### src/rtl/tdm_demux4.sv
// ---------------------------------------------------------------------------
// tdm_demux4
//
// Receive side of a four-channel time-division multiplexed link. Valid beats
// on din carry channels 0,1,2,3 in rotation; frame_sync marks the channel-0
// beat. The framer hunts for a sync beat, then slices each complete frame
// into four parallel channel words that all update on the same cycle.
// Partial frames are never presented on the outputs.
//
// Ports
//   clk         in   rising-edge clock
//   rst         in   asynchronous, active-high reset
//   din         in   [WIDTH-1:0] slot data word
//   din_valid   in   din/frame_sync qualify this cycle (one beat)
//   frame_sync  in   beat is slot 0 of a frame (ignored when din_valid=0)
//   y0..y3      out  [WIDTH-1:0] channel words of the last complete frame
//   out_valid   out  one-cycle pulse, y0..y3 updated this cycle
//   locked      out  framer is in RUN
//   sync_err    out  one-cycle pulse, framing violation detected
//   frame_cnt   out  [7:0] complete frames delivered, wraps 255 -> 0
// ---------------------------------------------------------------------------
module tdm_demux4 #(
    parameter int WIDTH = 8
) (
    input  logic             clk,
    input  logic             rst,
    input  logic [WIDTH-1:0] din,
    input  logic             din_valid,
    input  logic             frame_sync,
    output logic [WIDTH-1:0] y0,
    output logic [WIDTH-1:0] y1,
    output logic [WIDTH-1:0] y2,
    output logic [WIDTH-1:0] y3,
    output logic             out_valid,
    output logic             locked,
    output logic             sync_err,
    output logic [7:0]       frame_cnt
);

    localparam logic ST_HUNT = 1'b0;
    localparam logic ST_RUN  = 1'b1;

    localparam logic [1:0] SLOT_0 = 2'd0;
    localparam logic [1:0] SLOT_1 = 2'd1;
    localparam logic [1:0] SLOT_2 = 2'd2;
    localparam logic [1:0] SLOT_3 = 2'd3;

    // Framer state
    logic             state_q,     state_d;
    logic [1:0]       slot_q,      slot_d;

    // Shadow registers holding slots 0..2 of the frame being assembled
    logic [WIDTH-1:0] s0_q,        s0_d;
    logic [WIDTH-1:0] s1_q,        s1_d;
    logic [WIDTH-1:0] s2_q,        s2_d;

    // Output registers
    logic [WIDTH-1:0] y0_q,        y0_d;
    logic [WIDTH-1:0] y1_q,        y1_d;
    logic [WIDTH-1:0] y2_q,        y2_d;
    logic [WIDTH-1:0] y3_q,        y3_d;
    logic             out_valid_q, out_valid_d;
    logic             sync_err_q,  sync_err_d;
    logic [7:0]       frame_cnt_q, frame_cnt_d;

    // Next-state logic for the framer, shadow registers and outputs
    always_comb begin
        state_d     = state_q;
        slot_d      = slot_q;
        s0_d        = s0_q;
        s1_d        = s1_q;
        s2_d        = s2_q;
        y0_d        = y0_q;
        y1_d        = y1_q;
        y2_d        = y2_q;
        y3_d        = y3_q;
        out_valid_d = 1'b0;
        sync_err_d  = 1'b0;
        frame_cnt_d = frame_cnt_q;

        if (din_valid) begin
            case (state_q)
                ST_HUNT: begin
                    // Beats without sync are discarded silently while hunting
                    if (frame_sync) begin
                        s0_d    = din;
                        slot_d  = SLOT_1;
                        state_d = ST_RUN;
                    end else begin
                        slot_d  = SLOT_0;
                    end
                end

                ST_RUN: begin
                    if (slot_q == SLOT_0) begin
                        if (frame_sync) begin
                            s0_d   = din;
                            slot_d = SLOT_1;
                        end else begin
                            // Expected sync missing: framing lost, drop beat
                            sync_err_d = 1'b1;
                            slot_d     = SLOT_0;
                            state_d    = ST_HUNT;
                        end
                    end else if (frame_sync) begin
                        // Early sync in slot 1..3: abandon the partial frame
                        // but keep this beat as slot 0 of a new frame.
                        sync_err_d = 1'b1;
                        s0_d       = din;
                        slot_d     = SLOT_1;
                    end else begin
                        case (slot_q)
                            SLOT_1: begin
                                s1_d   = din;
                                slot_d = SLOT_2;
                            end
                            SLOT_2: begin
                                s2_d   = din;
                                slot_d = SLOT_3;
                            end
                            SLOT_3: begin
                                // Frame complete: publish all four words at once
                                y0_d        = s0_q;
                                y1_d        = s1_q;
                                y2_d        = s2_q;
                                y3_d        = din;
                                out_valid_d = 1'b1;
                                frame_cnt_d = frame_cnt_q + 8'd1;
                                slot_d      = SLOT_0;
                            end
                            default: begin
                                slot_d = SLOT_0;
                            end
                        endcase
                    end
                end

                default: begin
                    state_d = ST_HUNT;
                    slot_d  = SLOT_0;
                end
            endcase
        end else begin
            // No beat this cycle: everything holds, pulses drop
            state_d = state_q;
        end
    end

    // State, shadow and output registers with asynchronous reset
    always_ff @(posedge clk or posedge rst) begin
        if (rst) begin
            state_q     <= ST_HUNT;
            slot_q      <= SLOT_0;
            s0_q        <= {WIDTH{1'b0}};
            s1_q        <= {WIDTH{1'b0}};
            s2_q        <= {WIDTH{1'b0}};
            y0_q        <= {WIDTH{1'b0}};
            y1_q        <= {WIDTH{1'b0}};
            y2_q        <= {WIDTH{1'b0}};
            y3_q        <= {WIDTH{1'b0}};
            out_valid_q <= 1'b0;
            sync_err_q  <= 1'b0;
            frame_cnt_q <= 8'd0;
        end else begin
            state_q     <= state_d;
            slot_q      <= slot_d;
            s0_q        <= s0_d;
            s1_q        <= s1_d;
            s2_q        <= s2_d;
            y0_q        <= y0_d;
            y1_q        <= y1_d;
            y2_q        <= y2_d;
            y3_q        <= y3_d;
            out_valid_q <= out_valid_d;
            sync_err_q  <= sync_err_d;
            frame_cnt_q <= frame_cnt_d;
        end
    end

    assign y0        = y0_q;
    assign y1        = y1_q;
    assign y2        = y2_q;
    assign y3        = y3_q;
    assign out_valid = out_valid_q;
    assign sync_err  = sync_err_q;
    assign frame_cnt = frame_cnt_q;
    // locked is a direct view of the state register, so it is registered too
    assign locked    = (state_q == ST_RUN);

endmodule
### config.mk
export PLATFORM = sky130hd
export DESIGN_NAME = tdm_demux4
export DESIGN_NICKNAME = d
export VERILOG_FILES = /design/src/rtl/tdm_demux4.sv
export SDC_FILE = /design/constraint.sdc
export NUM_CORES = 1
export LEC_CHECK = 0
export CAP_MARGIN = 40
export CORE_ASPECT_RATIO = 2
export CORE_MARGIN = 3
export CORE_UTILIZATION = 54
export CTS_CLUSTER_DIAMETER = 200
export CTS_CLUSTER_SIZE = 40
export DETAILED_ROUTE_END_ITERATION = 10
export PLACE_DENSITY = 0.83
export REMOVE_ABC_BUFFERS = 1
export SLEW_MARGIN = 20
export SYNTH_ARGS = -nofsm -noshare
export SYNTH_HDL_FRONTEND = slang
export SYNTH_SLANG_ARGS = --single-unit
### constraint.sdc
create_clock -name clk -period 4.7 [get_ports clk]
set_input_delay 0.94 -clock clk [delete_from_list [all_inputs] [get_ports clk]]
set_output_delay 0.94 -clock clk [all_outputs]
set_load 0.01 [all_outputs]
; ---- After elaboration in Yosys (flattened, before gate mapping)
; Cells that the tools add are included.
[totals]
regBits = 69
input_bits = 12
[op_classes]
bitwise_logic = 3
eq_ne = 3
n_mux = 18
add_sub_neg = 1
n_reduce_logical = 5
[ops]
columns = operator, n
row1 = AND reduction 5 bit, 3
row2 = 2-to-1 mux 1 bit, 12
row3 = "adder 8 x 1 -> 8 bit, second input constant", 1
row4 = 2-to-1 mux 8 bit, 1
row5 = case mux 2 bit (2 select lines), 2
row6 = "== test 2 bit, second input constant", 2
row7 = 2-to-1 mux 2 bit, 2
row8 = NOT 1 bit, 3
row9 = "== test 2 x 1 -> 1 bit, second input constant", 1
row10 = logical NOT 2 bit, 1
row11 = case mux 1 bit (2 select lines), 1
row12 = AND reduction 2 bit, 1

; ---- Logic depth before layout (Yosys ltp)
[logic_depth]
ltp_word = 6
ltp_mapped = 9

; ---- Worst setup path before layout
; No wires, ideal clock.
[synth_path]
path_kind = input -> register
startpoint = input port frame_sync
endpoint = register frame_cnt_q[5] (netlist: frame_cnt[5])
setup_time_ns = 0.079
arrival_ns = 1.863
required_time_ns = 4.621
setup_slack_ns = 2.758
cell_stages = 6
path_cell_list = inv_1 > ha_1 > nand4_1 > buf_2 > nor3_1 > xor2_1
[synth_between]
elab_chain_cells = 2
[synth_lines]
columns = element, line
row1 = start: declaration, 29  ; input logic frame_sync,
row2 = NOT 1 bit (no line), n/a
row3 = AND reduction 5 bit (no line), n/a
row4 = end signal: assignment, 176  ; frame_cnt_q <= frame_cnt_d;
row5 = end: declaration, 64  ; logic [7:0] frame_cnt_q, frame_cnt_d;
; Every way passes these cells.
; A chain may end at the register's enable or synchronous reset.

; ---- Final worst setup path
[layout_path]
startpoint = input port frame_sync
endpoint = register y0_q[5] (netlist: y0[5])
[layout_between]
elab_chain_cells = 2
[layout_lines]
columns = element, line
row1 = NOT 1 bit (no line), n/a
row2 = AND reduction 5 bit (no line), n/a
row3 = end signal: assignment, 157  ; y0_q <= {WIDTH{1'b0}};
row4 = end signal: assignment, 170  ; y0_q <= y0_d;
row5 = end: declaration, 58  ; logic [WIDTH-1:0] y0_q, y0_d;
; Every way passes these cells.

==> reports/qor.yml <==
power_and_ir_drop:
  switching_share_pct: 26.6
  p_leak_nw: 1.79
  ir_drop_mv: 0.502
  powerDensity_nw_per_um2: 514
  seqPwrFrac_pct: 46.4
  net-switching-power_mw: 0.487
  p_clk_share_pct: 29.0
  pwr-share-comb_pct: 24.5
  p_int_mw: 1.34
cells_and_area:
  diodes: 0
  mostFrequentLayoutCell: "nand2_1"
  final_util_pct: 72.6
  layout_common_cells: "103 x nand2_1, 69 x dfrtp_1, 54 x clkdlybuf4s50_1"
  nets: 324
  nFillCells: 331
  drive_gt1_share_pct: 14.8
  area_growth_pct: 30.1
cts:
  clock-root-buffer: "clkbuf_8"
  clk_pin_slew_ps: 70
  htreeDepth: 3
  cts.sinks: 69
  postCtsHoldBufs: 0
  post_cts.resized_instances: 0
  cts_buffers: 9
  clk_path_buf_depth: 2
  clkLatencyLatePin_ps: 340
  post-cts-setup-buffers: 0
  cts_tree: "built"
global_route:
  grt_pass1_wl_um: 9530
  grt_max_degree: 38
  grt_overflow: 0
  grt_usage_pct: 21.1
  antenna_found_initial: 0
  grt_pass1_vias: 2051
synth:
  synthCells: 246
  synth-adder-area-share_pct: 3.20
  syn-cell-area_um2: 2740
  synth_top_family_by_area: "simple AND/OR/NAND/NOR gates"
  ys_warn_count: 0
  synth.top_cell.area_share_pct: 63.0
  avgSynthCellArea_um2: 11.1
  ys_top_cells_by_area: "dfrtp_1 63%, nand2_1 14%, mux2_2 9.9%, ha_1 3.2%, buf_2 1.5%"
  synthSimpleGateAreaFrac_pct: 18.0
  synth-xor-area-share_pct: 2.24
  synth.distinct_cells: 20
  synth_compound_area_share_pct: 1.01
  synth_area_leader_cell: "dfrtp_1"
  yosys-mux-area-fraction_pct: 9.87
  ys_seq_area_share_pct: 63.0
  ys_ff_latch: 69
sta:
  hold_viol: 0
  worstMarginPinSlew_ps: 775
  period_needed_ps: 2730
  rsz0062_at_grt: "false"
  fin_skew_ps: 5.67
  timing.final.max_slew_violations: 0
  fmax_ghz: 0.367
  fin_crit_sh_pct: 58.0
  slew_headroom_pct: 48.3
  tns_ps: 0
  finalSetupViolCount: 0
routing:
  drtAntennaViolNets: 0
  drt_iter0_markers: 44
  viasPerCell: 5.24
  routedWlPerCell_um: 15.1
  routed_wl_um: 5550
  first_pass_iters: 4
  vias: 1922
  drc: 0
worst_setup_path:
  critical_path_class: "primary input to register"
  worstPathRequired_ps: 4970
  cp-start-kind: "primary input"
  cp.arrival_ps: 3000
  critical_path.max_fanout: 23
  cp-end-kind: "register"
place:
  port_buffers: 54
  hpwl_um: 3880
  gp_congestion: 0.786
floorplan:
  dieWidth_um: 56.4
  num_rows: 36
  die-height_um: 107
  ioPinCount: 55
  coreArea_um2: 4910
  die-area_um2: 6010
  start_util_pct: 55.8
flow_run:
  maxCapViolCount: 0
outcome:
  status: "finished clean"
worst_hold_path:
  holdCritPathClass: "register to register"
## Yosys cell counts
cell     count
a31oi_1      2
nand2_1    103
and3_1       1
nor4_1       1
ha_1         7
buf_4        2
nor3_1       2
dfrtp_1     69
inv_1        5
xnor2_1      3
nor2_1       3
mux2_2      24
nand4_2      2
nand3_1      2
xor2_1       4
and4_1       2
nand4_1      3
o21ai_0      1
buf_2        8
a21oi_1      2
## layer usage
layer	track usage (%)	vias up	share of wire (%)
met5	0	-	0
met4	11.9	0	2.9
met3	5.66	15	3.7
met2	35.6	51	55
met1	23.7	946	39
li1	-	910	-
## critical path: stages
cell	delay [ps]
clkdlybuf4s50_1	480
inv_1	120
ha_1	240
and4_1	740
buf_4	320
nand2_1	90
nand2_1	70
## layout make-up
class,instances,area (um^2),area share [%]
sequential,69,1730,48.5
inverter,5,18.8,0.527
clock inverter,4,70.1,1.97
multi-input combinational,162,938,26.3
tap,57,71.3,2.00
clock buffer,12,155,4.35
timing repair buffer,58,583,16.4
## final timing paths
check                            from  cells after the start  slack (ps)       to
min reg2reg                   s2_q[2]                      2         460    y2[2]
max reg2reg                 slot_q[0]                      8        2370    y0[5]
min in group asynchronous         rst                      2         860  s1_q[1]
max in group asynchronous         rst                      4        2990    y0[7]
min                           s2_q[2]                      2         460    y2[2]
max                        frame_sync                      7        1970    y0[5]
## per-stage QoR
step	instance area [um^2]	setup WS [ps]	power [mW]	hold WS (ps)	std cells
after floorplan	2680	1880	1.04	433	236
after global placement	3320	1740	1.29	442	350
after detailed placement	3340	1670	1.31	448	351
after CTS	3560	2000	1.85	466	367
after global routing	3560	1840	1.94	490	367
final	3560	1970	1.83	464	367
## cell families after synthesis
| group | count (synthesis) |
|---|---|
| fa+ha+maj | 7 |
| compound gates | 5 |
| simple gates | 119 |
| mux | 24 |
| flops | 69 |
| buf+inv | 15 |
| xor+xnor | 7 |
## sequential cells by signal, summed over array words and instances (netlist names), 2 cells and up
register and flops:
s0_q 8, s2_q 8, s1_q 8, slot_q 2
y1 8, y0 8, y3 8, frame_cnt 8
y2 8
## power groups by stage
stage                     Clock, mW  Combinational [mW]  Sequential, mW
after global placement            0               0.436           0.854
after CTS                     0.544               0.459           0.852
after floorplan                   0               0.156           0.887
after global routing          0.570               0.496           0.872
final                         0.532               0.450           0.850
after detailed placement          0               0.453           0.862
Note: power is estimated with default switching activity, not from simulation.
